[config.mk]
export PLATFORM = sky130hd
export DESIGN_NAME = demux6_collect
export DESIGN_NICKNAME = d
export VERILOG_FILES = /design/src/rtl/demux6_collect.sv
export SDC_FILE = /design/constraint.sdc
export NUM_CORES = 1
export LEC_CHECK = 0
export BUFFER_PORTS_ARGS = -buffer_cell sky130_fd_sc_hd__buf_2
export CAP_MARGIN = 5
export CORE_ASPECT_RATIO = 1.5
export CORE_MARGIN = 5
export CORE_UTILIZATION = 33
export CTS_CLUSTER_SIZE = 40
export DETAILED_ROUTE_END_ITERATION = 8
export PLACE_DENSITY = 0.53
export SYNTH_ARGS = -nofsm -noshare
export SYNTH_HDL_FRONTEND = slang
export SYNTH_SLANG_ARGS = --single-unit
export TNS_END_PERCENT = 10
[constraint.sdc]
create_clock -name clk -period 2.5 [get_ports clk]
set_clock_uncertainty 0.05 [all_clocks]
set_input_delay 0.25 -clock clk [delete_from_list [all_inputs] [get_ports clk]]
set_output_delay 0.25 -clock clk [all_outputs]
set_load 0.005 [all_outputs]
[src/rtl/demux6_collect.sv]
// demux6_collect: fans a time-multiplexed word stream back out into six
// registered slots o0..o5 and presents each complete frame with a
// frame_valid / out_ready handshake.
// Optional feature macro: DEMUX6_COLLECT_SHADOW_EN
//   When defined, incoming words are gathered in a staging buffer so the
//   next frame can be collected while the current one is still presented.
module demux6_collect #(
  parameter int WIREWIDTH = 1
) (
  input  logic               clk,
  input  logic               rst,
  input  logic               auto,
  input  logic [2:0]         s,
  input  logic [WIREWIDTH:0] din,
  input  logic               in_valid,
  output logic               in_ready,
  output logic [WIREWIDTH:0] o0,
  output logic [WIREWIDTH:0] o1,
  output logic [WIREWIDTH:0] o2,
  output logic [WIREWIDTH:0] o3,
  output logic [WIREWIDTH:0] o4,
  output logic [WIREWIDTH:0] o5,
  output logic               frame_valid,
  input  logic               out_ready,
  output logic [2:0]         slot_cnt
);

  // FILL: collecting, no frame presented. FULL: frame presented.
  // STALL (staging build only): frame presented and staging also complete.
  typedef enum logic [1:0] {FILL, FULL, STALL} state_t;

  state_t             state_q, state_d;
  logic [WIREWIDTH:0] outData_q [6];
  logic [WIREWIDTH:0] outData_d [6];
  logic [5:0]         mask_q, mask_d;
  logic [2:0]         slotCnt_q, slotCnt_d;
  logic               frameValid_q, frameValid_d;

  logic               accept;
  logic               complete;
  logic [2:0]         slotSel;
  logic [2:0]         slotNext;
  logic [5:0]         maskWr;

`ifdef DEMUX6_COLLECT_SHADOW_EN
  logic [WIREWIDTH:0] stage_q [6];
  logic [WIREWIDTH:0] stage_d [6];

  // Staging keeps accepting while a frame is presented; only a second
  // complete frame waiting behind the presented one blocks the input.
  assign in_ready = !rst && (state_q != STALL);
`else
  // Single buffer: the input is blocked while a frame is presented.
  assign in_ready = !rst && (state_q == FILL);
`endif

  assign accept = in_valid && in_ready;

  // Resolve the target slot and the bookkeeping a write would produce.
  always_comb begin
    slotSel  = auto ? slotCnt_q : ((s > 3'd5) ? 3'd5 : s);
    maskWr   = mask_q | (6'b000001 << slotSel);
    complete = accept && (maskWr == 6'b111111);
    slotNext = (slotSel == 3'd5) ? 3'd0 : (slotSel + 3'd1);
  end

`ifdef DEMUX6_COLLECT_SHADOW_EN
  // Next-state logic: writes land in staging, and staging is copied to the
  // outputs whenever the output side is free to take a new frame.
  always_comb begin
    state_d      = state_q;
    outData_d    = outData_q;
    stage_d      = stage_q;
    mask_d       = mask_q;
    slotCnt_d    = slotCnt_q;
    frameValid_d = frameValid_q;
    if (accept) begin
      for (int i = 0; i < 6; i++) begin
        if (slotSel == 3'(i)) stage_d[i] = din;
      end
      mask_d    = maskWr;
      slotCnt_d = slotNext;
    end
    if (complete) begin
      mask_d    = 6'b0;
      slotCnt_d = 3'd0;
    end
    case (state_q)
      FILL: begin
        if (complete) begin
          outData_d    = stage_d;
          frameValid_d = 1'b1;
          state_d      = FULL;
        end
      end
      FULL: begin
        if (complete && out_ready) begin
          outData_d = stage_d;
        end else if (complete) begin
          state_d = STALL;
        end else if (out_ready) begin
          frameValid_d = 1'b0;
          state_d      = FILL;
        end
      end
      STALL: begin
        if (out_ready) begin
          outData_d = stage_q;
          state_d   = FULL;
        end
      end
      default: state_d = FILL;
    endcase
  end
`else
  // Next-state logic: writes go straight to the outputs while filling; a
  // presented frame is held until the consumer takes it.
  always_comb begin
    state_d      = state_q;
    outData_d    = outData_q;
    mask_d       = mask_q;
    slotCnt_d    = slotCnt_q;
    frameValid_d = frameValid_q;
    if (accept) begin
      for (int i = 0; i < 6; i++) begin
        if (slotSel == 3'(i)) outData_d[i] = din;
      end
      mask_d    = maskWr;
      slotCnt_d = slotNext;
    end
    if (complete) begin
      frameValid_d = 1'b1;
      mask_d       = 6'b0;
      slotCnt_d    = 3'd0;
      state_d      = FULL;
    end
    if ((state_q == FULL) && out_ready) begin
      frameValid_d = 1'b0;
      state_d      = FILL;
    end
    if (state_q == STALL) begin
      state_d = FILL;
    end
  end
`endif

  // State register with synchronous reset that discards any partial frame.
  always_ff @(posedge clk) begin
    if (rst) begin
      state_q      <= FILL;
      mask_q       <= 6'b0;
      slotCnt_q    <= 3'd0;
      frameValid_q <= 1'b0;
      for (int i = 0; i < 6; i++) begin
        outData_q[i] <= '0;
`ifdef DEMUX6_COLLECT_SHADOW_EN
        stage_q[i]   <= '0;
`endif
      end
    end else begin
      state_q      <= state_d;
      mask_q       <= mask_d;
      slotCnt_q    <= slotCnt_d;
      frameValid_q <= frameValid_d;
      outData_q    <= outData_d;
`ifdef DEMUX6_COLLECT_SHADOW_EN
      stage_q      <= stage_d;
`endif
    end
  end

  assign o0          = outData_q[0];
  assign o1          = outData_q[1];
  assign o2          = outData_q[2];
  assign o3          = outData_q[3];
  assign o4          = outData_q[4];
  assign o5          = outData_q[5];
  assign frame_valid = frameValid_q;
  assign slot_cnt    = slotCnt_q;

endmodule
### Word level (Yosys, flattened, before mapping)

Index checks and enable logic that the tools add are counted.

* register bits: 22
* word-level logic and storage cells: 37
* output and inout bits: 17
* bits of input ports: 10

* reduce and logical (&&, ||, !) cells: 15
* bitwise logic cells: 1
* add/sub/neg operators: 1
* equality and inequality tests: 6
* muxes and demuxes: 3
* order comparisons: 1
* shift operators: 1

Operator list (number)
* $reduce_and 2->1: 6
* $mux 3: 3
* $eq 3x2->1 const B: 2
* $eq 3x3->1 const B: 2
* $eq 6x6->1 const B: 1
* $or 6x6->6: 1
* $shl 1x3->6 const A: 1
* $logic_and 1x1->1: 4
* $reduce_or 2->1: 2
* $add 3x1->3 const B: 1
* $eq 3x1->1 const B: 1
* $gt 3x3->1 const B: 1
* $logic_not 3->1: 1
* $logic_not 2->1: 1
* $logic_not 1->1: 1

### Longest topological paths before layout

Gate-level depths: netlist (run 1).

* word-level depth: 8
* depth in mapped cells: 9
* gate-level depth less buffers: 8

### Worst setup path after synthesis (run 1)

OpenSTA, ideal clock, no wires.

* path kind: register to register
* from: reg slotCnt_q[2], in the netlist slot_cnt[2]
* to: reg mask_q[1]
* required time: 2316 ps
* data arrival time: 1620 ps
* library setup time: 134 ps
* setup slack: 696 ps
* period minus slack after synthesis: 1804 ps
* path buffers: 1
* stages on the path, launching flop included: 9
* path through: dfxtp_1 > mux2_4 > inv_1 > ha_1 > nor2_1 > a211o_1 > and4bb_1 > buf_4 > a211oi_1

* cells in the longest elaborated chain, start to end: 6

Ends and longest elaborated chain
* from (decl): RTL line 36 `logic [2:0] slotCnt_q, slotCnt_d;`
* from (signal assigned): RTL line 163 `slotCnt_q <= slotCnt_d;`
* $mux 3 *: RTL line 61 `slotSel = auto ? slotCnt_q : ((s > 3'd5) ? 3'd5 : s);`
* $shl 1x3->6 *: RTL line 62 `maskWr = mask_q | (6'b000001 << slotSel);`
* $or 6x6->6 *: RTL line 62
* $eq 6x6->1: RTL line 63 `complete = accept && (maskWr == 6'b111111);`
* $logic_and 1x1->1: RTL line 63
* $reduce_or 2->1 (no line)
* to (signal assigned): RTL line 162 `mask_q <= mask_d;`
* to (decl): RTL line 35 `logic [5:0] mask_q, mask_d;`

Every way passes the cells marked *; elsewhere a longest branch is shown, timed or not.
A chain may end at the register's enable or synchronous reset.

### Worst setup path after layout (run 1)

* from: reg slotCnt_q[2], in the netlist slot_cnt[2]
* to: reg mask_q[3]

The elaborated chain is that of the path after synthesis.

==> results of run 1 <==
per-layer routing:
metal	wire (um)	up-vias
met5	0	-
met4	49	0
met1	970	423
li1	-	460
met2	1170	19
met3	128	5
where the power goes:
group | switching (mW) | internal, mW
registers | 0.00641 | 0.358
logic | 0.0447 | 0.0305
clock network | 0.106 | 0.107
synthesized netlist by cell type (all sizes together) (2+ instances only):
| cell type | n | area (sq um) |
|---|---|---|
| nand2b | 2 | 12.5 |
| o211ai | 2 | 15.0 |
| inv | 3 | 11.3 |
| a211oi | 3 | 22.5 |
| buf | 3 | 20.0 |
| nor2b | 2 | 12.5 |
| clkbuf | 3 | 11.3 |
| nand2 | 7 | 26.3 |
| nor3 | 9 | 45.0 |
| a31oi | 4 | 25.0 |
| mux2i | 12 | 120 |
| nand3 | 6 | 30.0 |
| a21oi | 8 | 40.0 |
| nor2 | 15 | 56.3 |
| dfxtp | 22 | 440 |
through the flow:
stage	worst slack, ns	instance area (sq um)	power (mW)	std cells	utilization (%)
2_1_floorplan	0.696	1020	0.421	116	-
3_3_place_gp	0.302	1170	0.448	175	39.7
3_5_place_dp	0.267	1170	0.449	175	39.7
4_1_cts	0.442	1210	0.661	178	41.1
5_1_grt	0.264	1210	0.693	178	41.1
6_report	0.441	1210	0.653	178	41.1
cell families (layout without fill, tap and decap cells):
group           Yosys count  count (layout)  share of synthesized area (%)
simple gates             49              49                           24.4
compound gates           22              22                           13.7
flops                    22              22                           43.2
mux                      13              13                           13.3
buf+inv                   9              32                           4.17
fa+ha+maj                 1               1                           1.23
state kept, by name, summed over array words and instances (netlist names):
| name | cells |
|---|---|
| o2 | 2 |
| o1 | 2 |
| o4 | 2 |
| state_q | 1 |
| slot_cnt | 3 |
| o3 | 2 |
| o0 | 2 |
| mask_q | 6 |
| o5 | 2 |
tightest hold or removal path, delay by kind of cell:
kind,cells,cell delay (ns)
compound gates,1,0.16
buf+inv,1,0.07
simple gates,1,0.03
how the worst min path moves through the flow:
stage                             startpoint                       end  slack [ns]  depth (start not counted)
final                              out_ready   state_q[0]$_SDFFE_PP0P_        0.25                          3
after global routing               out_ready   state_q[0]$_SDFFE_PP0P_        0.26                          3
after CTS                          out_ready   state_q[0]$_SDFFE_PP0P_        0.25                          3
after detailed placement  o3[0]$_SDFFE_PP0P_        o3[0]$_SDFFE_PP0P_        0.40                          2
after global placement    o3[1]$_SDFFE_PP0P_        o3[1]$_SDFFE_PP0P_        0.40                          2
after floorplan                          rst  slot_cnt[0]$_SDFFE_PP0P_        0.28                          1
area by class of cell:
cell class	count	area, sq um
clock buffers	3	41.3
fillers	352	1730
inverters	3	11.3
multi-input cells	85	537
flip-flops and latches	22	440
well taps	39	48.8
repair buffers	26	130
==> qor.txt, run 1 <==
largest net degree at the start of global routing: 25
status: completed
initial antenna violation count: 0
Vias per Instance: 5.10
Final min period: 2.06 ns
Largest stage delay, worst path: 0.49 ns
total track usage: 11.6%
drt pass-1 iters: 4
wire length per cell: 13.0 um
worst reg2reg path endpoint: mask_q[3]$_SDFFE_PP0P_
clock tree buffer depth: 2
Num CTS Buffers: 3
total negative setup slack: 0 ns
Root Driver: clkbuf_8
r2r worst-path depth: 7
met2 GRT Util: 21.2%
Clk pin slew, worst setup/hold paths: 0.07 ns
crit path DAT: 2.14 ns
Vias: 907
Post-synth EDFFs: 0
power density cells: 541 mW/mm^2
R2R Path Start: slot_cnt[2]$_SDFFE_PP0P_
Top Family by Delay on Critical Path: simple AND/OR/NAND/NOR gates
Max Cap Viol: 0
CP Cell Sequence: mux2_4, inv_1, ha_1, nor2_1, a211o_1, and4bb_1, nor3_1
setup bufs post-CTS: 0
vias in the first global route: 895
Ys Warns: 0
LEAKAGE: 0.574 nW
synthesized instance count: 116
hold buffers post-CTS: 0
library cells used by synthesis: 31
die width: 55.4 um
CP Capture Point: mask_q[3]$_SDFFE_PP0P_
P&R area growth vs syn: 18.5%
CP max FO: 10
worst vdd ir: 302 uV
fmax: 486 MHz
unrepaired setup endpoints after global routing: no
relative slew slack: 73.6%
Seq/Total Area, Yosys: 43.2%
antenna fix cells: 0
met1 Usage GRT: 12.0%
Crit. Startpoint: slot_cnt[2]$_SDFFE_PP0P_
Post-synth ARST share: 0%
CP Capture Type: register
Final ANT Viol Nets: 0
Mapped Avg Cell Area: 8.79 sq um
Worst Hold Class: in -> reg
Final Cycle Share: 82.3%
routability cong.: 0.868
Net Count, Synth: 127
Main synth FF type: dfxtp_1
Post-CTS Resized: 0
WL final: 2320 um
Slew Viols, Final: 0
initial core utilization: 34.7%
die area: 0.00432 sq mm
CP Depth: 7
first-pass GRT wire length: 4040 um
sum of buffers and inverters on the critical path: 1
most frequent cells in the layout: buf_2, dfxtp_1, nor2_1, mux2i_1, nor3_1
CP Launch Type: register
Overflow after GRT: 0
Syn Std Cell Area: 0.00102 sq mm
# setup viols final: 0
layout cells sized above 1: 22.3%
number of DRC markers in iteration 0: 16
CTS tree: done
core area: 0.00294 sq mm
Layout Nets: 152
critical path type: reg -> reg
htree depth: 1
post-route DRC violation count: 0
I/O pin total: 27
r2r setup slk: 0.44 ns
busiest grt layer: met2
IO buf count: 26
Yosys reg bits: 22
WHS: 0.253 ns
commonest non-fill, non-tap cell in the layout: buf_2
Critical Path RT: 2.58 ns
Clock Latency Late Sink: 0.26 ns
GRT met3 Usage: 2.96%
actual slew at the worst max-slew pin: 0.385 ns
FP Rows: 24
slowest CP cell: and4bb_1
final hold violation count: 0
CTS sink count: 22
Final HPWL DP: 1810 um
die height: 78.1 um
Power figures use the tool's default switching activity.
==> inputs of run 2 (changes only) <==
==> constraint.sdc (replaced) <==
create_clock -name clk -period 1.9 [get_ports clk]
set_clock_uncertainty 0.05 [all_clocks]
set_input_delay 0.19 -clock clk [delete_from_list [all_inputs] [get_ports clk]]
set_output_delay 0.19 -clock clk [all_outputs]
set_load 0.005 [all_outputs]
==> run 2 against run 1 <==
Against the previous run: utilization increased by 2.5 points; critical path depth increased by 1; routed wire length increased by 7.5%; cell count increased by 5.1%; first-iteration DRC count increased to 2.6 times the previous value; non-clock buffer count increased by 9; design area increased by 6.0%; critical path type unchanged; sequential power increased by 31%; clock-buffer cell count unchanged.
==> qor.txt, run 2 (same netlist as run 1, synthesis figures left out) <==
status: completed
die width: 55.4 um (unchanged)
initial antenna violation count: 0 (unchanged)
part of the power in the clock network: 32.0% (-0.6 points)
first-pass GRT wire length: 4220 um (+4.4%)
clock tree buffer depth: 2 (unchanged)
met2 GRT Util: 20.9% (-0.36 points)
hold buffers post-CTS: 0 (unchanged)
worst vdd ir: 425 uV (+41%)
antenna fix cells: 0 (unchanged)
Largest stage delay, worst path: 0.34 ns (-0.15 ns)
Num CTS Buffers: 3 (unchanged)
WL final: 2500 um (+7.5%)
Final HPWL DP: 1930 um (+6.9%)
total negative setup slack: 0 ns (unchanged)
final hold violation count: 0 (unchanged)
Root Driver: clkbuf_8
post-route DRC violation count: 0 (unchanged)
busiest grt layer: met2
I/O pin total: 27 (unchanged)
unrepaired setup endpoints after global routing: no
relative slew slack: 71.8% (-1.8 points)
Comb pwr share: 13.4% (+1.9 points)
wire length per cell: 13.3 um (+2.3%)
Max Cap Viol: 0 (unchanged)
slowest CP cell: dfxtp_2
sum of buffers and inverters on the critical path: 2 (+1)
Worst Hold Class: in -> reg
largest net degree at the start of global routing: 24 (-4.0%)
Power Internal: 0.665 mW (+34%)
Critical Path RT: 1.99 ns (-0.59 ns)
Layout Nets: 161 (+5.9%)
crit path DAT: 1.87 ns (-0.27 ns)
CTS sink count: 22 (unchanged)
drt pass-1 iters: 5 (+1)
Largest Register: mask_q
max reg flops: 6 (unchanged)
total track usage: 12.1% (+0.52 points)
# setup viols final: 0 (unchanged)
Final Util: 43.5% (+2.5 points)
CP max FO: 10 (unchanged)
Sw Ratio: 24.1% (+0.074 points)
CTS tree: done
routability cong.: 0.804 (-7.4%)
Final min period: 1.78 ns (-0.281 ns)
most frequent cells in the layout: buf_2, dfxtp_1, nor2_1, mux2i_1, nor3_1
FP Rows: 24 (unchanged)
P&R area growth vs syn: 25.6%
fmax: 563 MHz (+16%)
Final ANT Viol Nets: 0 (unchanged)
Vias per Instance: 5.06 (-0.61%)
Clock Latency Late Sink: 0.26 ns (about the same)
GRT met3 Usage: 3.45% (+0.49 points)
Final Cycle Share: 93.6% (+11 points)
IO buf count: 26 (unchanged)
CP Cell Sequence: mux2_4, inv_1, ha_1, nor2_1, a211o_1, and4bb_1, buf_6, nor3_1
critical path type: reg -> reg
Flop pwr share: 54.7% (-1.1 points)
vias in the first global route: 936 (+4.6%)
LEAKAGE: 0.621 nW (+8.2%)
CP Capture Type: register
core area: 0.00294 sq mm (unchanged)
Clk pin slew, worst setup/hold paths: 0.07 ns (about the same)
power density cells: 683 mW/mm^2 (+26%)
Top Family by Delay on Critical Path: simple AND/OR/NAND/NOR gates
met1 Usage GRT: 13.6% (+1.5 points)
Overflow after GRT: 0 (unchanged)
htree depth: 1 (unchanged)
NetSw: 0.211 mW (+34%)
Slew Viols, Final: 0 (unchanged)
commonest non-fill, non-tap cell in the layout: buf_2
Vias: 947 (+4.4%)
initial core utilization: 34.7% (unchanged)
actual slew at the worst max-slew pin: 0.412 ns (+0.0267 ns)
layout cells sized above 1: 27.7% (+5.4 points)
CP Launch Type: register
die height: 78.1 um (unchanged)
number of DRC markers in iteration 0: 41 (+25)
die area: 0.00432 sq mm (unchanged)
==> run 2: final timing paths <==
| kind | slack (ns) | cells past startpoint | end | from |
|---|---|---|---|---|
| min | 0.19 | 3 | o3[0]$_SDFFE_PP0P_ | din[0] |
| max | 0.12 | 8 | slot_cnt[2]$_SDFFE_PP0P_ | slot_cnt[2]$_SDFFE_PP0P_ |
| min reg2reg | 0.41 | 2 | o3[0]$_SDFFE_PP0P_ | o3[0]$_SDFFE_PP0P_ |
| max reg2reg | 0.12 | 8 | slot_cnt[2]$_SDFFE_PP0P_ | slot_cnt[2]$_SDFFE_PP0P_ |
==> run 2: per-layer routing <==
layer / vias up / share of wire (%)
li1: 479 / -
met1: 435 / 40
met2: 28 / 51
met3: 5 / 6.8
met4: 0 / 2.0
met5: - / 0
==> run 2: through the flow <==
step	worst slack (ns)	total power [mW]	cell area, sq um	std cells	hold slack [ns]
finish	0.122	0.876	1280	187	0.190
CTS	0.0912	0.888	1280	187	0.189
global placement	0.0875	0.604	1230	184	0.394
global route	0.00417	0.922	1280	187	0.190
detailed placement	0.0563	0.606	1230	184	0.399
floorplan	0.0955	0.554	1020	116	0.219
==> run 2: area by class of cell <==
class	count	area (sq um)
inverters	3	11.3
flip-flops and latches	22	442
fillers	335	1660
well taps	39	48.8
clock buffers	3	41.3
multi-input cells	85	537
repair buffers	35	201
==> run 2: timing repair <==
action                     in CTS  in global routing
resized for setup               0                  2
setup endpoints to repair       0                  9
setup buffers                   0                  0
==> run 2: power by group through the flow <==
stage | Sequential, mW | Clock, mW | Combinational, mW
6_report | 0.479 | 0.280 | 0.117
5_1_grt | 0.480 | 0.311 | 0.131
4_1_cts | 0.479 | 0.292 | 0.118
3_5_place_dp | 0.489 | 0 | 0.117
3_3_place_gp | 0.489 | 0 | 0.115
2_1_floorplan | 0.490 | 0 | 0.0642
==> run 2: worst min-delay path: stages <==
cell and delay, ns:
buf_2 0.14, nand3_1 0.07, a21oi_1 0.05
